## src/rtl/ula_if.sv

```systemverilog
// Request/response bundle between the control unit and the multi-cycle ALU.
interface ula_if #(parameter int WIDTH = 32);
  logic             start;
  logic [3:0]       ULAop;
  logic [5:0]       FuncCode;
  logic [WIDTH-1:0] a;
  logic [WIDTH-1:0] b;
  logic [WIDTH-1:0] result;
  logic             zero;
  logic             done;
  logic             busy;
  logic             div_zero;
  logic             illegal;
  logic [4:0]       ULActl;

  modport master (output start, ULAop, FuncCode, a, b,
                  input  result, zero, done, busy, div_zero, illegal, ULActl);
  modport slave  (input  start, ULAop, FuncCode, a, b,
                  output result, zero, done, busy, div_zero, illegal, ULActl);
endinterface

```

## src/rtl/ula_multiciclo.sv

```systemverilog
// ALU-control decoder plus ALU: single-cycle ops finish in one clock,
// MUL/DIV/REM iterate one bit per cycle (shift-add / restoring divide).
module ula_multiciclo #(
  parameter int WIDTH = 32,
  parameter int SHW   = $clog2(WIDTH)
) (
  input  logic clk,
  input  logic rst_n,
  ula_if.slave bus
);
  typedef enum logic [1:0] {IDLE, CALC, FIN} state_t;

  localparam logic [4:0] C_MUL = 5'b00100, C_DIV = 5'b00101, C_REM = 5'b01001;
  localparam logic [4:0] C_ILL = 5'b11111;

  state_t           state;
  logic [SHW-1:0]   cnt;
  logic [WIDTH-1:0] acc, ma, mb, a_sv;
  logic             is_mul, is_rem, neg_q, neg_r, dz;

  logic [4:0]       ctl;
  logic             is_multi;
  logic [WIDTH-1:0] sc_res, rs, quo, rem, fin_res, abs_a, abs_b;
  logic [WIDTH:0]   trial;

  always_comb begin
    ctl = C_ILL;
    case (bus.ULAop)
      4'b0000: ctl = 5'b00010;
      4'b0001: ctl = 5'b00110;
      4'b0011: ctl = 5'b00000;
      4'b0100: ctl = 5'b00001;
      4'b0101: ctl = 5'b01000;
      4'b0110: ctl = 5'b00111;
      4'b0111: ctl = 5'b01110;
      4'b1000: ctl = 5'b00011;
      4'b0010: begin
        case (bus.FuncCode)
          6'b100000: ctl = 5'b00010;
          6'b100010: ctl = 5'b00110;
          6'b100100: ctl = 5'b00000;
          6'b100101: ctl = 5'b00001;
          6'b100111: ctl = 5'b01100;
          6'b101010: ctl = 5'b00111;
          6'b101001: ctl = 5'b01110;
          6'b101011: ctl = 5'b00011;
          6'b100001: ctl = C_MUL;
          6'b100011: ctl = C_DIV;
          6'b101000: ctl = C_REM;
          6'b101100: ctl = 5'b10000;
          6'b101101: ctl = 5'b01010;
          6'b101110: ctl = 5'b01011;
          6'b101111: ctl = 5'b01101;
          6'b110000: ctl = 5'b01111;
          default:   ctl = C_ILL;
        endcase
      end
      default: ctl = C_ILL;
    endcase
  end

  assign bus.ULActl = ctl;
  assign is_multi   = (ctl == C_MUL) || (ctl == C_DIV) || (ctl == C_REM);
  assign abs_a      = bus.a[WIDTH-1] ? -bus.a : bus.a;
  assign abs_b      = bus.b[WIDTH-1] ? -bus.b : bus.b;

  always_comb begin
    sc_res = '0;
    case (ctl)
      5'b00010: sc_res = bus.a + bus.b;
      5'b00110: sc_res = bus.a - bus.b;
      5'b00000: sc_res = bus.a & bus.b;
      5'b00001: sc_res = bus.a | bus.b;
      5'b01100: sc_res = ~bus.a;
      5'b01000: sc_res = bus.b << (WIDTH/2);
      5'b01110: sc_res = bus.a << bus.b[SHW-1:0];
      5'b00011: sc_res = bus.a >> bus.b[SHW-1:0];
      5'b00111: sc_res = {{(WIDTH-1){1'b0}}, $signed(bus.a) <  $signed(bus.b)};
      5'b10000: sc_res = {{(WIDTH-1){1'b0}}, $signed(bus.a) <= $signed(bus.b)};
      5'b01010: sc_res = {{(WIDTH-1){1'b0}}, $signed(bus.a) >  $signed(bus.b)};
      5'b01011: sc_res = {{(WIDTH-1){1'b0}}, $signed(bus.a) >= $signed(bus.b)};
      5'b01101: sc_res = {{(WIDTH-1){1'b0}}, bus.a == bus.b};
      5'b01111: sc_res = {{(WIDTH-1){1'b0}}, bus.a != bus.b};
      default:  sc_res = '0;
    endcase
  end

  // Restoring divide: {acc,ma} shifts left, ma collects quotient bits.
  // The partial remainder stays below |b| <= 2^(WIDTH-1), so dropping acc's MSB is safe.
  assign rs    = {acc[WIDTH-2:0], ma[WIDTH-1]};
  assign trial = {1'b0, rs} - {1'b0, mb};

  always_comb begin
    quo = neg_q ? -ma  : ma;
    rem = neg_r ? -acc : acc;
    if (dz) begin
      quo = '1;
      rem = a_sv;
    end
    fin_res = is_mul ? acc : (is_rem ? rem : quo);
  end

  always_ff @(posedge clk) begin
    if (!rst_n) begin
      state        <= IDLE;
      cnt          <= '0;
      acc          <= '0;
      ma           <= '0;
      mb           <= '0;
      a_sv         <= '0;
      is_mul       <= 1'b0;
      is_rem       <= 1'b0;
      neg_q        <= 1'b0;
      neg_r        <= 1'b0;
      dz           <= 1'b0;
      bus.result   <= '0;
      bus.zero     <= 1'b1;
      bus.done     <= 1'b0;
      bus.busy     <= 1'b0;
      bus.div_zero <= 1'b0;
      bus.illegal  <= 1'b0;
    end else begin
      bus.done <= 1'b0;
      case (state)
        IDLE: if (bus.start) begin
          if (is_multi) begin
            is_mul   <= (ctl == C_MUL);
            is_rem   <= (ctl == C_REM);
            // Low product bits do not depend on signedness, so mul uses raw operands.
            ma       <= (ctl == C_MUL) ? bus.a : abs_a;
            mb       <= (ctl == C_MUL) ? bus.b : abs_b;
            acc      <= '0;
            a_sv     <= bus.a;
            neg_q    <= bus.a[WIDTH-1] ^ bus.b[WIDTH-1];
            neg_r    <= bus.a[WIDTH-1];
            dz       <= (ctl != C_MUL) && (bus.b == '0);
            cnt      <= SHW'(WIDTH-1);
            bus.busy <= 1'b1;
            state    <= CALC;
          end else begin
            bus.result   <= sc_res;
            bus.zero     <= (sc_res == '0);
            bus.div_zero <= 1'b0;
            bus.illegal  <= (ctl == C_ILL);
            bus.done     <= 1'b1;
          end
        end
        CALC: begin
          if (is_mul) begin
            if (mb[0]) acc <= acc + ma;
            ma <= ma << 1;
            mb <= mb >> 1;
          end else begin
            acc <= trial[WIDTH] ? rs : trial[WIDTH-1:0];
            ma  <= {ma[WIDTH-2:0], ~trial[WIDTH]};
          end
          if (cnt == '0) state <= FIN;
          else           cnt   <= cnt - 1'b1;
        end
        FIN: begin
          bus.result   <= fin_res;
          bus.zero     <= (fin_res == '0);
          bus.div_zero <= dz;
          bus.illegal  <= 1'b0;
          bus.done     <= 1'b1;
          bus.busy     <= 1'b0;
          state        <= IDLE;
        end
        default: state <= IDLE;
      endcase
    end
  end
endmodule

```

## src/flat_wrapper.sv

```systemverilog
// flat-port wrapper written by rule: the top's interface ports become plain ports
module ula_multiciclo_flat 
#(
  parameter int WIDTH = 32,
  parameter int SHW   = $clog2(WIDTH)
)
  (clk, rst_n, bus_start, bus_ULAop, bus_FuncCode, bus_a, bus_b, bus_result, bus_zero, bus_done, bus_busy, bus_div_zero, bus_illegal, bus_ULActl);
  ula_if #(.WIDTH(WIDTH)) bus_i ();
  input  logic clk;
  input  logic rst_n;
  input wire logic [$bits(bus_i.start)-1:0] bus_start;
  input wire logic [$bits(bus_i.ULAop)-1:0] bus_ULAop;
  input wire logic [$bits(bus_i.FuncCode)-1:0] bus_FuncCode;
  input wire logic [$bits(bus_i.a)-1:0] bus_a;
  input wire logic [$bits(bus_i.b)-1:0] bus_b;
  output wire logic [$bits(bus_i.result)-1:0] bus_result;
  output wire logic [$bits(bus_i.zero)-1:0] bus_zero;
  output wire logic [$bits(bus_i.done)-1:0] bus_done;
  output wire logic [$bits(bus_i.busy)-1:0] bus_busy;
  output wire logic [$bits(bus_i.div_zero)-1:0] bus_div_zero;
  output wire logic [$bits(bus_i.illegal)-1:0] bus_illegal;
  output wire logic [$bits(bus_i.ULActl)-1:0] bus_ULActl;
  assign bus_i.start = bus_start;
  assign bus_i.ULAop = bus_ULAop;
  assign bus_i.FuncCode = bus_FuncCode;
  assign bus_i.a = bus_a;
  assign bus_i.b = bus_b;
  assign bus_result = bus_i.result;
  assign bus_zero = bus_i.zero;
  assign bus_done = bus_i.done;
  assign bus_busy = bus_i.busy;
  assign bus_div_zero = bus_i.div_zero;
  assign bus_illegal = bus_i.illegal;
  assign bus_ULActl = bus_i.ULActl;
  ula_multiciclo #(.WIDTH(WIDTH), .SHW(SHW)) u_core (.clk(clk), .rst_n(rst_n), .bus(bus_i));
endmodule
```

## config.mk

```make
export PLATFORM = sky130hd
export DESIGN_NAME = ula_multiciclo_flat
export DESIGN_NICKNAME = d
export VERILOG_FILES = /design/src/rtl/ula_if.sv /design/src/rtl/ula_multiciclo.sv /design/src/flat_wrapper.sv
export SDC_FILE = /design/constraint.sdc
export NUM_CORES = 1
export LEC_CHECK = 0
export CORE_MARGIN = 3
export CORE_UTILIZATION = 27
export CTS_CLUSTER_DIAMETER = 50
export DETAILED_ROUTE_END_ITERATION = 6
export PLACE_DENSITY = 0.44
export SLEW_MARGIN = 20
export SYNTH_ARGS = -nofsm -noshare
export SYNTH_HDL_FRONTEND = slang
export SYNTH_SLANG_ARGS = --single-unit
```

## constraint.sdc

```tcl
create_clock -name clk -period 14.6 [get_ports clk]
set_clock_uncertainty 0.2 [all_clocks]
set_input_delay 4.38 -clock clk [delete_from_list [all_inputs] [get_ports clk]]
set_output_delay 4.38 -clock clk [all_outputs]
set_load 0.02 [all_outputs]
```

# Yosys cells after proc, flatten, opt, wreduce, memory -nomap -nowiden
# Memories as Yosys holds them, arrays and structs flattened.
# Cells that the tools add are included.
[word_totals] input_bits=77 out_inout_bits=42 regBits=177 n_memories=1 mem_bits_ro=320
[mem_list] memory="(name not given)" words=64 word_bits=5 read_ports=1 rd_ports_with_merged_regs=0 write_ports=0 line="ula_multiciclo.sv:38" source="case (bus.FuncCode)"
[op_classes] bitwise_logic=5 eq_ne=37 shifts=2 n_reduce_logical=20 n_addsub=9 muxes=52 order_cmp=4
[op_table] operator="$mux 32" n=22
[op_table] operator="$pmux 32 s14" n=1
[op_table] operator="$pmux 32 s2" n=4
[op_table] operator="$neg 32->32" n=4
[op_table] operator="$logic_not 32->1" n=3
[op_table] operator="$add 32x32->32" n=2
[op_table] operator="$pmux 5 s9" n=1
[op_table] operator="$eq 5x4->1 const B" n=8
[op_table] operator="$sub 32x32->33" n=1
[op_table] operator="$and 32x32->32" n=1
[op_table] operator="$eq 32x32->1" n=1
[op_table] operator="$ge 32x32->1" n=1
[op_table] operator="$gt 32x32->1" n=1
[op_table] operator="$le 32x32->1" n=1
[op_table] operator="$lt 32x32->1" n=1
[op_table] operator="$ne 32x32->1" n=1
[op_table] operator="$not 32->32" n=1
[op_table] operator="$or 32x32->32" n=1
[op_table] operator="$shl 32x5->32" n=1
[op_table] operator="$shr 32x5->32" n=1
[op_table] operator="$sub 32x32->32" n=1
[op_table] operator="$eq 5x3->1 const B" n=4
[op_table] operator="$eq 4x3->1 const B" n=4
[op_table] operator="$mux 5" n=3
[op_table] operator="other kinds (28)" n=60

# Depth between registers and ports, before layout
# Gate-level depths: netlist (run 1).
[logic_depth] word_depth=8 mapped_depth=19 mapped_depth_nobuf=16

# Worst setup path before layout (run 1)
# Ideal clock, no wire load.
[synth_path] path_type="input to output" from="input bus_FuncCode[0]" to="output bus_ULActl[0]" t_arrival_ns=5.891 cell_stages=7 n_path_buf=1 required_ns=10.020 slack_ns=4.129 path_cell_list="inv_1 -> ha_1 -> mux2i_1 -> nand3_1 -> a311oi_1 -> inv_1 -> buf_2"
[synth_between] elab_chain_cells=2
[synth_rtl] element="from (decl)" line="flat_wrapper.sv:13" source="input wire logic [$bits(bus_i.FuncCode)-1:0] bus_FuncCode;"
[synth_rtl] element="$mem_v2 64x5"
[synth_rtl] element="$pmux 5 s9" line="ula_multiciclo.sv:28" source="case (bus.ULAop)"
[synth_rtl] element="to (decl)" line="flat_wrapper.sv:22" source="output wire logic [$bits(bus_i.ULActl)-1:0] bus_ULActl;"
# Every way passes these cells.

# Final worst setup path (run 1)
[layout_path] from="input bus_FuncCode[1]" to="output bus_ULActl[0]"
# The elaborated chain is that of the path after synthesis.

==> insert_results.sql, run 1 <==
INSERT INTO impl_metrics (metric_group, metric, value, unit) VALUES
('clock_network', 'insertion_delay_of_the_later_clocked_pin_in_the_worst_skew_pair', '0.49', 'ns'),
('power_and_ir_drop', 'p_leak', '10.1', 'nW'),
('critical_path', 'type_of_the_worst_setup_path', 'input pin to output port', ''),
('sta', 'max_slew.worst_pin.slew', '1.26', 'ns'),
('yosys', 'synth.most_common_cell', 'nor2_1', ''),
('critical_path', 'crit_required', '10.02', 'ns'),
('clock_network', 'worst_setup_hold_path_clk_slew', '0.07', 'ns'),
('global_routing', 'grt_first_pass_wirelength', '177000', 'µm'),
('clock_network', 'maximum_buffer_depth_of_the_clock_tree', '2', ''),
('critical_path', 'crit_arrival', '7.73', 'ns'),
('place', 'place_hpwl', '96600', 'µm'),
('yosys', 'syn-cell-area', '23400', 'µm²'),
('clock_network', 'cts_tree', 'yes', ''),
('finish', 'syn2layout_area_growth', '12.3', '%'),
('power_and_ir_drop', 'pwr_density_cell', '68.0', 'nW/µm²'),
('global_routing', 'global_route.usage.total', '0.263', ''),
('floorplan', 'io_pins', '119', ''),
('finish', 'final_net_count', '3492', ''),
('route', 'drc_errors', '11', ''),
('floorplan', 'core_area', '85500', 'µm²'),
('sta', 'finalCriticalPeriod', '12.31', 'ns'),
('clock_network', 'ctsRootBufferMaster', 'clkbuf_16', ''),
('sta', 'timing.setup.tns', '0', 'ns'),
('global_routing', 'grt_max_degree', '83', ''),
('yosys', 'synth-main-ff-cell', 'dfxtp_1', ''),
('route', 'initialDrtViolationCount', '3345', ''),
('hold_path', 'hold_class', 'flip-flop to flip-flop', ''),
('floorplan', 'floorplan.initialDensity', '0.274', ''),
('route', 'num_vias', '26575', ''),
('power_and_ir_drop', 'max-vdd-ir-drop', '0.0932', 'mV'),
('clock_network', 'cts_inserted_buffers', '17', ''),
('route', 'vias_per_cell', '6.05', ''),
('yosys', 'synth_async_sr_flop_share', '0', ''),
('sta', 'setup_viol', '0', ''),
('finish', 'layout-drive-gt1-share', '0.0818', ''),
('yosys', 'synthesis_warnings', '0', ''),
('route', 'drt.antenna.violating_nets', '0', ''),
('yosys', 'netlist_top_cells_area', 'dfxtp_1 (15%), ha_1 (9.1%), a21oi_1 (7.0%), nor2_1 (5.3%), nand2_1 (5.2%)', ''),
('flow_run', 'max_cap_viol_count', '0', ''),
('critical_path', 'worst-path-max-fanout', '11', ''),
('clock_network', 'post-cts-setup-buffer-count', '0', ''),
('outcome', 'violated_checks', 'design-rule violations', ''),
('route', 'firstDrtPassIters', '7', ''),
('sta', 'report.final.hold_viol_count', '0', ''),
('route', 'finalWirelength', '123000', 'µm'),
('yosys', 'netlist.top_cell.by_area', 'dfxtp_1', ''),
('place', 'gp_routability_congestion', '1.01', ''),
('outcome', 'run_status', 'complete, but fails checks', ''),
('yosys', 'synth_cell_types', '100', ''),
('clock_network', 'cts-hold-fix-buffers', '0', ''),
('sta', 'timing.final.max_slew_violations', '0', ''),
('yosys', 'syn_inst', '3273', ''),
('global_routing', 'globalRouteOverflowTotal', '0', ''),
('critical_path', 'timing.critical_path.cells', 'clkdlybuf4s50_1, inv_1, ha_1, mux2i_1, nand3_1, a311oi_1, inv_1, clkdlybuf4s50_1', ''),
('critical_path', 'endpoint_kind', 'output port', ''),
('critical_path', 'crit_buf_inv', '4', ''),
('route', 'wl_per_cell', '27.9', 'µm'),
('critical_path', 'critPathMaxStageDelay', '0.83', 'ns'),
('floorplan', 'die_extent_in_x', '300', 'µm'),
('global_routing', 'antenna_found_initial', '5', ''),
('sta', 'rsz0062_at_grt', 'no', ''),
('critical_path', 'critPathTopFamily', 'buffers and inverters', ''),
('yosys', 'synth_fp_nets', '3525', ''),
('place', 'buffer_ports.inserted', '118', ''),
('global_routing', 'via_count_of_the_first_global_routing_pass', '24689', ''),
('sta', 'slew-limit-headroom', '0.146', ''),
('floorplan', 'rows', '107', ''),
('clock_network', 'htree_num_levels', '4', ''),
('yosys', 'postSynthRegisterBits', '176', ''),
('floorplan', 'die_y', '300', 'µm'),
('yosys', 'synth_enable_flop_cells', '0', ''),
('clock_network', 'cts.sinks', '176', ''),
('sta', 'clock.fmax', '0.0813', 'GHz'),
('critical_path', 'start_kind', 'input pin', ''),
('yosys', 'netlist.area_leader.share', '0.151', ''),
('critical_path', 'cp_max_delay_cell', 'a311oi_1', ''),
('sta', 'post-route-period-util', '0.843', ''),
('floorplan', 'dieArea', '90300', 'µm²'),
('yosys', 'ys_seq_area_frac', '0.151', ''),
('clock_network', 'cts_resized', '0', ''),
('yosys', 'netlist_top_cells_count', 'nor2_1 (333), a21oi_1 (329), nand2_1 (326)', ''),
('yosys', 'synth.avg_cell_area', '7.15', 'µm²'),
('power_and_ir_drop', 'power', '0.00179', 'W');
==> kinds of logic after synthesis <==
group           after synthesis  share of synthesized area
compound gates             1157                      0.331
simple gates               1051                      0.212
buf+inv                     415                     0.0712
flops                       176                      0.151
fa+ha+maj                   175                     0.0948
xor+xnor                    160                     0.0599
mux                         139                     0.0804
==> layout by cell type (no fill, tap or decap), types with 15 or more instances in the layout <==
cell             Yosys  routed
mux2_2              42      42
a211oi_1            69      69
or3_1               17      17
a221oi_1            29      29
a22oi_1             71      71
nand2b_1            40      39
nand4_1             27      27
xnor2_1            111     111
clkbuf_16            0      17
mux2i_1             62      62
dfxtp_1            176     175
buf_4                5      85
o21bai_1            19      19
xor2_1              49      49
nand3_1             69      69
inv_1              157     155
a31oi_1             26      24
and2_1              20      19
nor2_1             333     332
a311oi_1            16      15
o211ai_1            29      29
nor2b_1             25      23
or4_1               22      22
clkdlybuf4s50_1      0     113
o21a_1              17      17
a21oi_1            329     329
a21o_1              57      56
nand2_1            326     326
o41ai_1             17      17
o221ai_1            29      29
a221o_1             18      18
o2111ai_1           18      18
nor3_1              61      58
o22ai_1             50      49
nor4_1              33      31
ha_1               171     171
o31ai_1             43      43
mux4_2              35      35
o21ai_0            183     183
==> power by group <==
group	switching [W]	internal, W
sequential	0.0000173	0.000493
clock	0.000213	0.000286
combinational	0.000511	0.000268
total	0.000741	0.00105
==> state kept, by name (all words and copies together), names as in the netlist, 2 cells and up <==
name / flops
u_core.mb: 32
u_core.cnt: 5
u_core.state: 2
u_core.a_sv: 31
u_core.acc: 32
u_core.bus.result: 32
u_core.ma: 32
==> worst register-to-register path: stages, from the launching register on <==
cell and delay [ns]:
dfxtp_1 0.58, ha_1 0.46, inv_1 0.10, fa_1 0.41
a21o_1 0.18, a21oi_1 0.27, o21ai_0 0.23, a41o_1 0.36
a21oi_1 0.42, a21oi_1 0.25, o41a_1 0.45, a311oi_4 0.28
buf_4 0.52, nor2_1 0.16, a211oi_1 0.27, a21oi_1 0.07
a22o_1 0.23
==> per-stage QoR <==
| stage | utilization | instances | area (µm²) | setup slack, ns | hold WS, ns |
|---|---|---|---|---|---|
| global placement | 0.300 | 4365 | 25700 | 2.34 | 0.244 |
| global route | 0.307 | 4396 | 26300 | 2.01 | 0.284 |
| detailed placement | 0.300 | 4365 | 25700 | 2.30 | 0.249 |
| finish | 0.307 | 4396 | 26300 | 2.29 | 0.258 |
| floorplan | - | 3273 | 23400 | 4.13 | 0.232 |
| CTS | 0.307 | 4395 | 26300 | 2.29 | 0.259 |
==> final cells by class <==
class | count | area, µm²
antenna | 1 | 2.50
clock buffer | 22 | 484
clock inverter | 8 | 128
fill | 9434 | 59300
inverter | 161 | 607
multi-input combinational | 2682 | 18300
sequential | 176 | 3520
tap | 1144 | 1430
timing repair buffer | 202 | 1790
==> layer usage <==
layer	up-vias	track usage	wire (µm)
met5	-	0	0
met4	0	0.0953	4840
met3	177	0.0411	10600
met2	1320	0.389	51200
met1	12997	0.384	55900
li1	12081	-	-
==> worst paths after layout <==
kind / cells after the start / start / end / slack, ns
max: 8 / bus_FuncCode[1] / bus_ULActl[0] / 2.29
max reg2reg: 16 / u_core.mb[0] / u_core.acc[4] / 9.05
min reg2reg: 2 / u_core.a_sv[15] / u_core.a_sv[15] / 0.26
min: 2 / u_core.a_sv[15] / u_core.a_sv[15] / 0.26
No activity file was read; power rests on OpenSTA's default activity.
==> run 2: changes to the inputs <==
--- a/config.mk
+++ b/config.mk
@@ -9,7 +9,7 @@
 export CORE_UTILIZATION = 27
 export CTS_CLUSTER_DIAMETER = 50
 export DETAILED_ROUTE_END_ITERATION = 6
-export PLACE_DENSITY = 0.44
+export PLACE_DENSITY = 0.46
 export SLEW_MARGIN = 20
 export SYNTH_ARGS = -nofsm -noshare
 export SYNTH_HDL_FRONTEND = slang
==> constraint.sdc (replaced) <==
create_clock -name clk -period 10 [get_ports clk]
set_clock_uncertainty 0.2 [all_clocks]
set_input_delay 3 -clock clk [delete_from_list [all_inputs] [get_ports clk]]
set_output_delay 3 -clock clk [all_outputs]
set_load 0.02 [all_outputs]
==> run 2 against run 1 <==
  * The flow now finishes without violations
  * Clock power up 44%
  * Critical path type unchanged
  * Core utilization up 0.19 points
  * Routed wire length up 2.0%
  * Global-route usage up 0.47 points
==> insert_results.sql, run 2 (synthesis results as in run 1) <==
INSERT INTO impl_metrics (metric_group, metric, value, unit) VALUES
('outcome', 'run_status', 'complete, no violations', ''),
('finish', 'layout-drive-gt1-share', '0.0880', ''),
('power_and_ir_drop', 'seq_power_share', '0.283', ''),
('route', 'initialDrtViolationCount', '3118', ''),
('power_and_ir_drop', 'pwr_density_cell', '99.5', 'nW/µm²'),
('finish', 'most_common_cell_after_layout_fill_and_taps_aside', 'nor2_1', ''),
('finish', 'syn2layout_area_growth', '13.0', '%'),
('floorplan', 'dieArea', '90300', 'µm²'),
('clock_network', 'htree_num_levels', '4', ''),
('clock_network', 'worst_setup_hold_path_clk_slew', '0.08', 'ns'),
('clock_network', 'cts_resized', '0', ''),
('finish', 'layout.cells.most_common_list', 'nor2_1 (332), a21oi_1 (329), nand2_1 (326)', ''),
('sta', 'slew-limit-headroom', '0.210', ''),
('floorplan', 'io_pins', '119', ''),
('place', 'place_hpwl', '98600', 'µm'),
('finish', 'fill_cells', '9423', ''),
('clock_network', 'ctsRootBufferMaster', 'clkbuf_16', ''),
('hold_path', 'hold_class', 'flip-flop to flip-flop', ''),
('place', 'dpl.cell_count', '4385', ''),
('critical_path', 'start_kind', 'input pin', ''),
('finish', 'final_cell_area', '26400', 'µm²'),
('power_and_ir_drop', 'power_switching_share', '0.446', ''),
('critical_path', 'endpoint_kind', 'output port', ''),
('floorplan', 'die_y', '300', 'µm'),
('critical_path', 'crit_required', '6.80', 'ns'),
('sta', 'timing.final.max_slew_violations', '0', ''),
('global_routing', 'via_count_of_the_first_global_routing_pass', '24760', ''),
('critical_path', 'crit_arrival', '5.76', 'ns'),
('finish', 'area.sequential', '3520', 'µm²'),
('sta', 'rsz0062_at_grt', 'no', ''),
('clock_network', 'cts_tree', 'yes', ''),
('global_routing', 'grt_first_pass_wirelength', '179000', 'µm'),
('global_routing', 'antenna_found_initial', '2', ''),
('place', 'gp_routability_congestion', '1.05', ''),
('route', 'finalWirelength', '125000', 'µm'),
('clock_network', 'cts-hold-fix-buffers', '0', ''),
('power_and_ir_drop', 'p_leak', '10.2', 'nW'),
('place', 'buffer_ports.inserted', '118', ''),
('clock_network', 'insertion_delay_of_the_later_clocked_pin_in_the_worst_skew_pair', '0.49', 'ns'),
('place', 'dp_worst_setup_slack', '1.07', 'ns'),
('route', 'num_vias', '26957', ''),
('critical_path', 'critPathMaxStageDelay', '0.66', 'ns'),
('flow_run', 'max_cap_viol_count', '0', ''),
('place', 'place_area', '25800', 'µm²'),
('clock_network', 'maximum_buffer_depth_of_the_clock_tree', '2', ''),
('sta', 'post-route-period-util', '0.896', ''),
('floorplan', 'rows', '107', ''),
('floorplan', 'core_area', '85500', 'µm²'),
('sta', 'clock.fmax', '0.112', 'GHz'),
('sta', 'report.final.hold_viol_count', '0', ''),
('finish', 'final_net_count', '3512', ''),
('power_and_ir_drop', 'net-switching-power', '0.00117', 'W'),
('global_routing', 'globalRouteOverflowTotal', '0', ''),
('critical_path', 'cp_max_delay_cell', 'clkdlybuf4s50_1', ''),
('power_and_ir_drop', 'p_int', '0.00146', 'W'),
('route', 'drc_errors', '0', ''),
('critical_path', 'r2r_slack', '4.32', 'ns'),
('critical_path', 'worst-path-max-fanout', '9', ''),
('finish', 'multi_input_comb_area', '18300', 'µm²'),
('clock_network', 'cts.sinks', '176', ''),
('sta', 'setup_viol', '0', ''),
('floorplan', 'die_extent_in_x', '300', 'µm'),
('route', 'firstDrtPassIters', '7', ''),
('critical_path', 'timing.critical_path.cells', 'clkdlybuf4s50_1, inv_1, ha_1, nand2_1, and4bb_1, a311oi_2, nor2_2, inv_2, clkdlybuf4s50_1', ''),
('floorplan', 'floorplan.initialDensity', '0.274', ''),
('power_and_ir_drop', 'power.clock.fraction', '0.273', ''),
('sta', 'max_slew.worst_pin.slew', '1.18', 'ns'),
('sta', 'timing.setup.tns', '0', 'ns'),
('global_routing', 'global_route.usage.total', '0.268', ''),
('clock_network', 'post-cts-setup-buffer-count', '0', ''),
('clock_network', 'cts_inserted_buffers', '17', ''),
('critical_path', 'type_of_the_worst_setup_path', 'input pin to output port', ''),
('route', 'wl_per_cell', '28.3', 'µm'),
('finish', 'final-instance-count-excl-fill', '4418', ''),
('sta', 'finalCriticalPeriod', '8.96', 'ns'),
('critical_path', 'crit_path_frequent_cell', 'clkdlybuf4s50_1', ''),
('sta', 'setup_slack', '1.04', 'ns'),
('route', 'vias_per_cell', '6.10', ''),
('route', 'drt.antenna.violating_nets', '0', ''),
('global_routing', 'grt_max_degree', '81', ''),
('power_and_ir_drop', 'power.combinational.fraction', '0.444', ''),
('power_and_ir_drop', 'max-vdd-ir-drop', '0.142', 'mV');
run 2: cell types whose count changed in the layout (fill, tap and decap cells not counted), sizes merged:
| cell | delta |
|---|---|
| buf | +19 |
| inv | +6 |
| clkbuf | -5 |
| clkinv | +5 |
| bufinv | -3 |
| clkdlybuf4s50 | +1 |
| clkinvlp | -1 |
run 2: metal layers:
metal  track usage  share of wire  vias to the layer above
li1              -              -                    12117
met1         0.381           0.45                    13178
met2         0.384           0.41                     1437
met3        0.0628          0.096                      221
met4         0.113          0.047                        4
met5             0        0.00019                        -
run 2: cell type report:
cell class / count / area share
clock buffer: 17 / 0.0161
multi-input combinational: 2682 / 0.693
inverter: 161 / 0.0230
clock inverter: 15 / 0.00729
sequential: 176 / 0.133
tap: 1144 / 0.0541
timing repair buffer: 222 / 0.0735
antenna: 1 / 0.0000947
run 2: final timing paths:
path / from / to / cells after the start
min reg2reg: u_core.a_sv[4] / u_core.a_sv[4] / 2
max: bus_FuncCode[1] / bus_ULActl[2] / 9
max reg2reg: u_core.mb[0] / u_core.acc[30] / 15
min: u_core.a_sv[4] / u_core.a_sv[4] / 2
run 2: critical path, delay by kind of cell:
kind / cells / cell delay [ns]
AND/OR/NAND/NOR: 3 / 0.39
AO/OA/AOI/OAI: 1 / 0.43
adder cells (fa/ha/maj): 1 / 0.33
buffers and inverters: 4 / 1.62
run 2: power by group through the flow:
stage | clock network, W | logic [W] | registers [W]
4_1_cts | 0.000735 | 0.00113 | 0.000743
2_1_floorplan | 0 | 0.000692 | 0.000759
3_5_place_dp | 0 | 0.00113 | 0.000760
3_3_place_gp | 0 | 0.00114 | 0.000760
5_1_grt | 0.000762 | 0.00123 | 0.000746
6_report | 0.000718 | 0.00117 | 0.000744
run 2: through the flow:
step | hold WS (ns) | util | power, W
floorplan | 0.232 | - | 0.00145
global placement | 0.242 | 0.302 | 0.00190
detailed placement | 0.248 | 0.302 | 0.00188
CTS | 0.259 | 0.309 | 0.00261
global route | 0.275 | 0.309 | 0.00274
finish | 0.260 | 0.309 | 0.00263
